$ cat config.mk
export PLATFORM = sky130hd
export DESIGN_NAME = tcsm_smtc_pipe
export DESIGN_NICKNAME = d
export VERILOG_FILES = /design/src/rtl/tcsm_smtc_pipe.sv
export SDC_FILE = /design/constraint.sdc
export NUM_CORES = 1
export LEC_CHECK = 0
export ABC_AREA = 1
export CAP_MARGIN = 20
export CORE_ASPECT_RATIO = 0.8
export CORE_UTILIZATION = 40
export DETAILED_ROUTE_END_ITERATION = 10
export HOLD_SLACK_MARGIN = 0.05
export PLACE_DENSITY = 0.75
export SYNTH_ARGS = -nofsm -noshare
export SYNTH_HDL_FRONTEND = slang
export SYNTH_SLANG_ARGS = --single-unit
$ cat constraint.sdc
create_clock -name clk -period 2.9 [get_ports clk]
set_clock_uncertainty 0.1 [all_clocks]
set_input_delay 0.58 -clock clk [delete_from_list [all_inputs] [get_ports clk]]
set_output_delay 0.58 -clock clk [all_outputs]
set_load 0.05 [all_outputs]
$ cat src/rtl/tcsm_smtc_pipe.sv
// Two-stage, multi-lane converter between two's-complement and sign-magnitude words.
// Direction travels with each beat; TC minimum saturates and is counted at output transfer.
module tcsm_smtc_pipe #(
    parameter int W     = 5,
    parameter int LANES = 4,
    parameter int CNT_W = 16
) (
    input  logic               clk,
    input  logic               rst_n,
    input  logic               in_valid,
    output logic               in_ready,
    input  logic               in_dir,
    input  logic [LANES*W-1:0] in_data,
    output logic               out_valid,
    input  logic               out_ready,
    output logic [LANES*W-1:0] out_data,
    output logic [LANES-1:0]   out_sat,
    input  logic               sat_clr,
    output logic [CNT_W-1:0]   sat_cnt
);

    localparam int PC_W = $clog2(LANES + 1);
    localparam int SUM_W = CNT_W + 1;
    localparam logic [W-1:0] ONE = W'(1);

    logic               s1_valid;
    logic               s1_dir;
    logic [LANES*W-1:0] s1_data;
    logic               s1_en;
    logic               s2_en;
    logic               out_fire;
    logic [LANES*W-1:0] conv_data;
    logic [LANES-1:0]   conv_sat;
    logic [PC_W-1:0]    sat_pop;
    logic [SUM_W-1:0]   cnt_sum;

    assign s2_en    = !out_valid || out_ready;
    assign s1_en    = !s1_valid || s2_en;
    assign in_ready = s1_en;
    assign out_fire = out_valid && out_ready;

    // Returns {sat, word}; dir 0 = TC->SM, 1 = SM->TC.
    function automatic logic [W:0] conv_lane(input logic [W-1:0] x, input logic dir);
        logic [W-1:0] neg_x;
        logic [W-1:0] neg_mag;
        neg_x     = ~x + ONE;
        neg_mag   = ~{1'b0, x[W-2:0]} + ONE;
        conv_lane = {1'b0, x};
        if (x[W-1]) begin
            if (!dir) begin
                if (x[W-2:0] == '0) conv_lane = {1'b1, 1'b1, {(W-1){1'b1}}};
                else                conv_lane = {1'b0, 1'b1, neg_x[W-2:0]};
            end else begin
                if (x[W-2:0] == '0) conv_lane = '0;
                else                conv_lane = {1'b0, neg_mag};
            end
        end
    endfunction

    always_comb begin
        conv_data = '0;
        conv_sat  = '0;
        for (int i = 0; i < LANES; i++) begin
            {conv_sat[i], conv_data[i*W +: W]} = conv_lane(s1_data[i*W +: W], s1_dir);
        end
    end

    always_comb begin
        sat_pop = '0;
        for (int i = 0; i < LANES; i++) begin
            sat_pop = sat_pop + PC_W'(out_sat[i]);
        end
        cnt_sum = {1'b0, sat_cnt} + SUM_W'(sat_pop);
    end

    // NOTE: all state uses non-blocking (<=) so each stage samples its neighbour's pre-edge value.
    always_ff @(posedge clk or negedge rst_n) begin
        if (!rst_n) begin
            s1_valid <= 1'b0;
            s1_dir   <= 1'b0;
            s1_data  <= '0;
        end else if (s1_en) begin
            s1_valid <= in_valid;
            s1_dir   <= in_dir;
            s1_data  <= in_data;
        end
    end

    always_ff @(posedge clk or negedge rst_n) begin
        if (!rst_n) begin
            out_valid <= 1'b0;
            out_data  <= '0;
            out_sat   <= '0;
        end else if (s2_en) begin
            out_valid <= s1_valid;
            if (s1_valid) begin
                out_data <= conv_data;
                out_sat  <= conv_sat;
            end
        end
    end

    // Clear wins over a same-cycle increment; the sum carry bit signals overflow.
    always_ff @(posedge clk or negedge rst_n) begin
        if (!rst_n) begin
            sat_cnt <= '0;
        end else if (sat_clr) begin
            sat_cnt <= '0;
        end else if (out_fire) begin
            sat_cnt <= cnt_sum[CNT_W] ? {CNT_W{1'b1}} : cnt_sum[CNT_W-1:0];
        end
    end

endmodule

Word level (Yosys, flattened, before mapping)

Index checks and enable logic that the tools add are counted.

Add/sub/neg operators: 12
Mux-type cells: 19
Bitwise gates (word level): 8
Reductions and logical operators: 11

Operators with widths:

| kind                                         | number |
|---|---|
| 2-to-1 mux 6 bit                             | 12 |
| 2-to-1 mux 16 bit                            | 3 |
| adder 5 x 1 -> 5 bit (second input constant) | 4 |
| 2-to-1 mux 5 bit                             | 4 |
| inverter 4 -> 5 bit                          | 4 |
| adder 16 x 3 -> 17 bit                       | 1 |
| adder 4 x 1 -> 4 bit (second input constant) | 4 |
| logical NOT 4 bit                            | 4 |
| inverter 4 bit                               | 4 |
| adder 2 x 1 -> 3 bit                         | 1 |
| adder 3 x 1 -> 3 bit                         | 1 |
| adder 1 x 1 -> 2 bit                         | 1 |
| logical NOT 1 bit                            | 2 |
| logical OR 1 bit                             | 2 |
| AND reduction 2 bit                          | 1 |
| nonzero test 2 bit                           | 1 |
| logical AND 1 bit                            | 1 |

Register bits after elaboration: 63
Input bits: 26
Output and inout bits: 42
Word-level logic and storage cells: 57

Longest topological paths before layout

Gate-level depths: netlist of run 1.

Word-level depth: 7
Depth in mapped cells: 12
Mapped depth without buffers: 12

Least setup slack after synthesis of run 1

No wires, ideal clock.

Path type: register to register
Start: register out_sat[0]
End: register sat_cnt[8]
Setup time: 0.123 ns
Data arrival time: 2.537 ns
Data required time: 2.677 ns
Path slack: 0.140 ns
Stages on the path, launching flop included: 13
Path buffers: 0
Clock period less this slack: 2.760 ns
Path through: dfrtp_1 fa_1 inv_1 fa_1 inv_1 fa_1 nand3_2 nor2_2 nand3_1 nand2_1 nand3_1 nand2_1 o21ai_1

Word-level cells in the longest chain between the ends: 7

Ends and longest elaborated chain:

| item                   | line | RTL |
|---|---|---|
| start, declared        | 17   | `output logic [LANES-1:0] out_sat,` |
| start signal, assigned | 98   | `out_sat <= conv_sat;` |
| adder 1 x 1 -> 2 bit   | 71   | `sat_pop = sat_pop + PC_W'(out_sat[i]);` |
| adder 2 x 1 -> 3 bit   | 71   |  |
| adder 3 x 1 -> 3 bit   | 71   |  |
| adder 16 x 3 -> 17 bit | 73   | `cnt_sum = {1'b0, sat_cnt} + SUM_W'(sat_pop);` |
| 2-to-1 mux 16 bit      | 110  | `sat_cnt <= cnt_sum[CNT_W] ? {CNT_W{1'b1}} : cnt_sum[CNT_W-1:0];` |
| 2-to-1 mux 16 bit      | 109  | `end else if (out_fire) begin` |
| 2-to-1 mux 16 bit      | 107  | `end else if (sat_clr) begin` |
| end signal, assigned   | 110  |  |
| end, declared          | 19   | `output logic [CNT_W-1:0] sat_cnt` |

No other way between the ends. The select of a mux whose other input is x is not followed.
A chain may end at the register's enable or synchronous reset.

Worst setup path in the final report of run 1

Start: register out_sat[0]
End: register sat_cnt[14]

The elaborated chain is that of the path after synthesis.

==> results of run 1 <==
## cells by family after synthesis
logic type	count (synthesis)	synth area share (%)
buffers and inverters	60	7.47
XOR/XNOR	9	2.48
AND/OR/NAND/NOR	170	22.3
adder cells (fa/ha/maj)	8	3.85
flip-flops	63	49.5
AO/OA/AOI/OAI	87	14.3
## cell type report
| type | instances | area [um^2] | share of cell area (%) |
|---|---|---|---|
| clock buffer | 12 | 135 | 3.21 |
| clock inverter | 4 | 70.1 | 1.67 |
| inverter | 48 | 180 | 4.28 |
| multi-input combinational | 274 | 1380 | 32.7 |
| sequential | 63 | 1580 | 37.5 |
| tap | 105 | 131 | 3.12 |
| timing repair buffer | 75 | 736 | 17.5 |
## flip-flops by register name, indices dropped and copies added, names as in the netlist
name,flops
s1_data,20
out_data,20
sat_cnt,16
out_valid,1
s1_valid,1
s1_dir,1
out_sat,4
## routing by layer
metal,vias up,part of all wire (%),wire [um]
met5,-,0,0
met4,0,1.9,144
met1,1347,47,3610
li1,1429,-,-
met2,79,46,3530
met3,12,4.5,347
## per-stage QoR
stage / area, um^2 / power [uW] / utilization, % / instances / hold slack, ps
6_report: 4210 / 2660 / 55.8 / 581 / 213
5_1_grt: 4210 / 2800 / 55.8 / 581 / 269
4_1_cts: 4200 / 2690 / 55.7 / 581 / 237
3_5_place_dp: 3990 / 1880 / 53.0 / 565 / 378
3_3_place_gp: 3990 / 1870 / 53.0 / 565 / 374
2_1_floorplan: 3180 / 1580 / - / 397 / 184
## placed cells by master, fill, tap and decap left out, types with 2 or more instances in the layout
cell type and count:
a21oi_1 15, buf_4 8, clkdlybuf4s50_1 65, nand2_2 2, nand2_1 102, clkbuf_8 9
xor2_1 8, o21ai_0 53, o21ai_1 10, fa_1 2, clkinv_2 2, nor2_1 27
nand4_1 3, clkbuf_1 3, o311ai_1 2, bufinv_16 2, o211ai_1 2, dfrtp_1 63
a31oi_1 2, ha_1 5, nor3_1 3, nand3_1 28, inv_1 48
## worst min path at each step
stage,slack (ps),from,depth (start not counted),end
6_report,210,rst_n,1,s1_data[4]
4_1_cts,240,rst_n,1,s1_data[1]
3_5_place_dp,380,out_data[14],2,out_data[14]
3_3_place_gp,370,out_data[14],2,out_data[14]
2_1_floorplan,180,rst_n,0,out_data[0]
5_1_grt,270,rst_n,1,s1_data[1]
## power by group
part           switching [uW]  internal [uW]
Clock                     316            482
Sequential               74.1            991
Combinational             529            268
## critical path: stages, from the launching register on
cell	delay (ps)
dfrtp_1	420
fa_1	550
inv_1	50
fa_1	350
inv_1	100
fa_2	230
nand3_2	140
nor3_2	170
nand3_1	110
buf_4	200
nand3_1	70
nand2_1	60
o21ai_1	80
## repair_timing
item,CTS,global route
setup buffers,0,0
endpoints found under the setup margin,0,1
gates resized for setup,0,2
==> out/results.ini, run 1 <==
[outcome]
status=completed

[power]
p_leak_uw=0.00199
power_density_nw_per_um2=633
max-vdd-ir-drop_uv=258

[global_routing]
grt_max_degree=44
antenna_found_initial=0
use_met3_pct=5.45
grt.busiest_layer=met2
grt_pass1_vias=2630
met1_usage_pct=25.5
track_usage_pct=19.7
gr-total-overflow=0
grt_pass1_wl_mm=12.3
grtUsageMet2_pct=32.1

[clock_network]
hold_buffers=0
cts_buffer_depth=2
clock_sinks=63
ctsRootBufferMaster=clkbuf_8
cts_made_buffers=9
cts_tree=done
htreeDepth=3
clk_latency_ps=330
cts.clk_slew.worst_paths_ps=70

[critical_path]
critical_path_class=flop to flop
startpoint_type=flop
reg2regPathDepth=12
r2r_start=out_sat[0]
cp-startpoint=out_sat[0]
reg2reg_slack_ps=180
crit_fanout=10
cp.arrival_ps=2870
critPathRequiredTime_ps=3050
end_kind=flop
endpoint=sat_cnt[14]
r2r_end=sat_cnt[14]

[synth]
ys_seq_area_share_pct=49.5
ys_warn_count=0
synth.distinct_cells=28
synth_area_um2=3180
synth_edf_count=0
syn_area_per_cell_um2=8.02
yosysMostFrequentCell=nand2_1
synthTopCellsByCount=nand2_1, dfrtp_1, o21ai_0
synth_fp_nets=431
post_synth_main_area_contributors=dfrtp_1, nand2_1, o21ai_0
synthArstFlopShare_pct=100
syn_inst=397
yosys_most_used_dff=dfrtp_1
ys_seq_elements=63
synth_top_area_share_pct=49.5
yosysTopAreaCell=dfrtp_1

[die]
die_h_um=81.8
initial_core_util_pct=42.3
core_area_um2=7530
num_rows=28
die_w_um=102
die_area_um2=8320
pin_count=68

[cells_and_area]
diodes=0
layout.nets=505
area_delta_synth_final_pct=32.1
fillers=666
final_layout_size_suffix_gt1_share_pct=6.30

[timing]
max_slew_margin_pct=49.1
fin_ws_ps=181
max_freq_ghz=0.368
slew_viol_final=0
worst_pin_slew_ps=764
hold_viol=0
rsz0062_at_grt=false
min_period_over_period_pct=93.8
finalSetupViolations=0
fin_tns_setup_ps=0
period_needed_ps=2720

[worst_hold_path]
hp-class=input port to asynchronous set/reset pin

[flow_run]
cap_violations=0

[detailed_routing]
drt_iter0_drc=191
first_pass_iters=5
vias=2867
viasPerCell=4.93
routed_wirelength_mm=7.63
drc_errors=0
wire_per_inst_um=13.1
ant_nets=0

[place]
place.gp.congestion=0.914
portBuffers=67
hpwlAfterDp_mm=5.60
pre_cts_slack_ps=188

No activity file was read; power rests on OpenSTA's default activity.
==> run 2: changes to the inputs <==
SLEW_MARGIN = 20   (was not set)
==> results of run 2 <==
The final DEF is identical to that of run 1; final timing and power are the same.
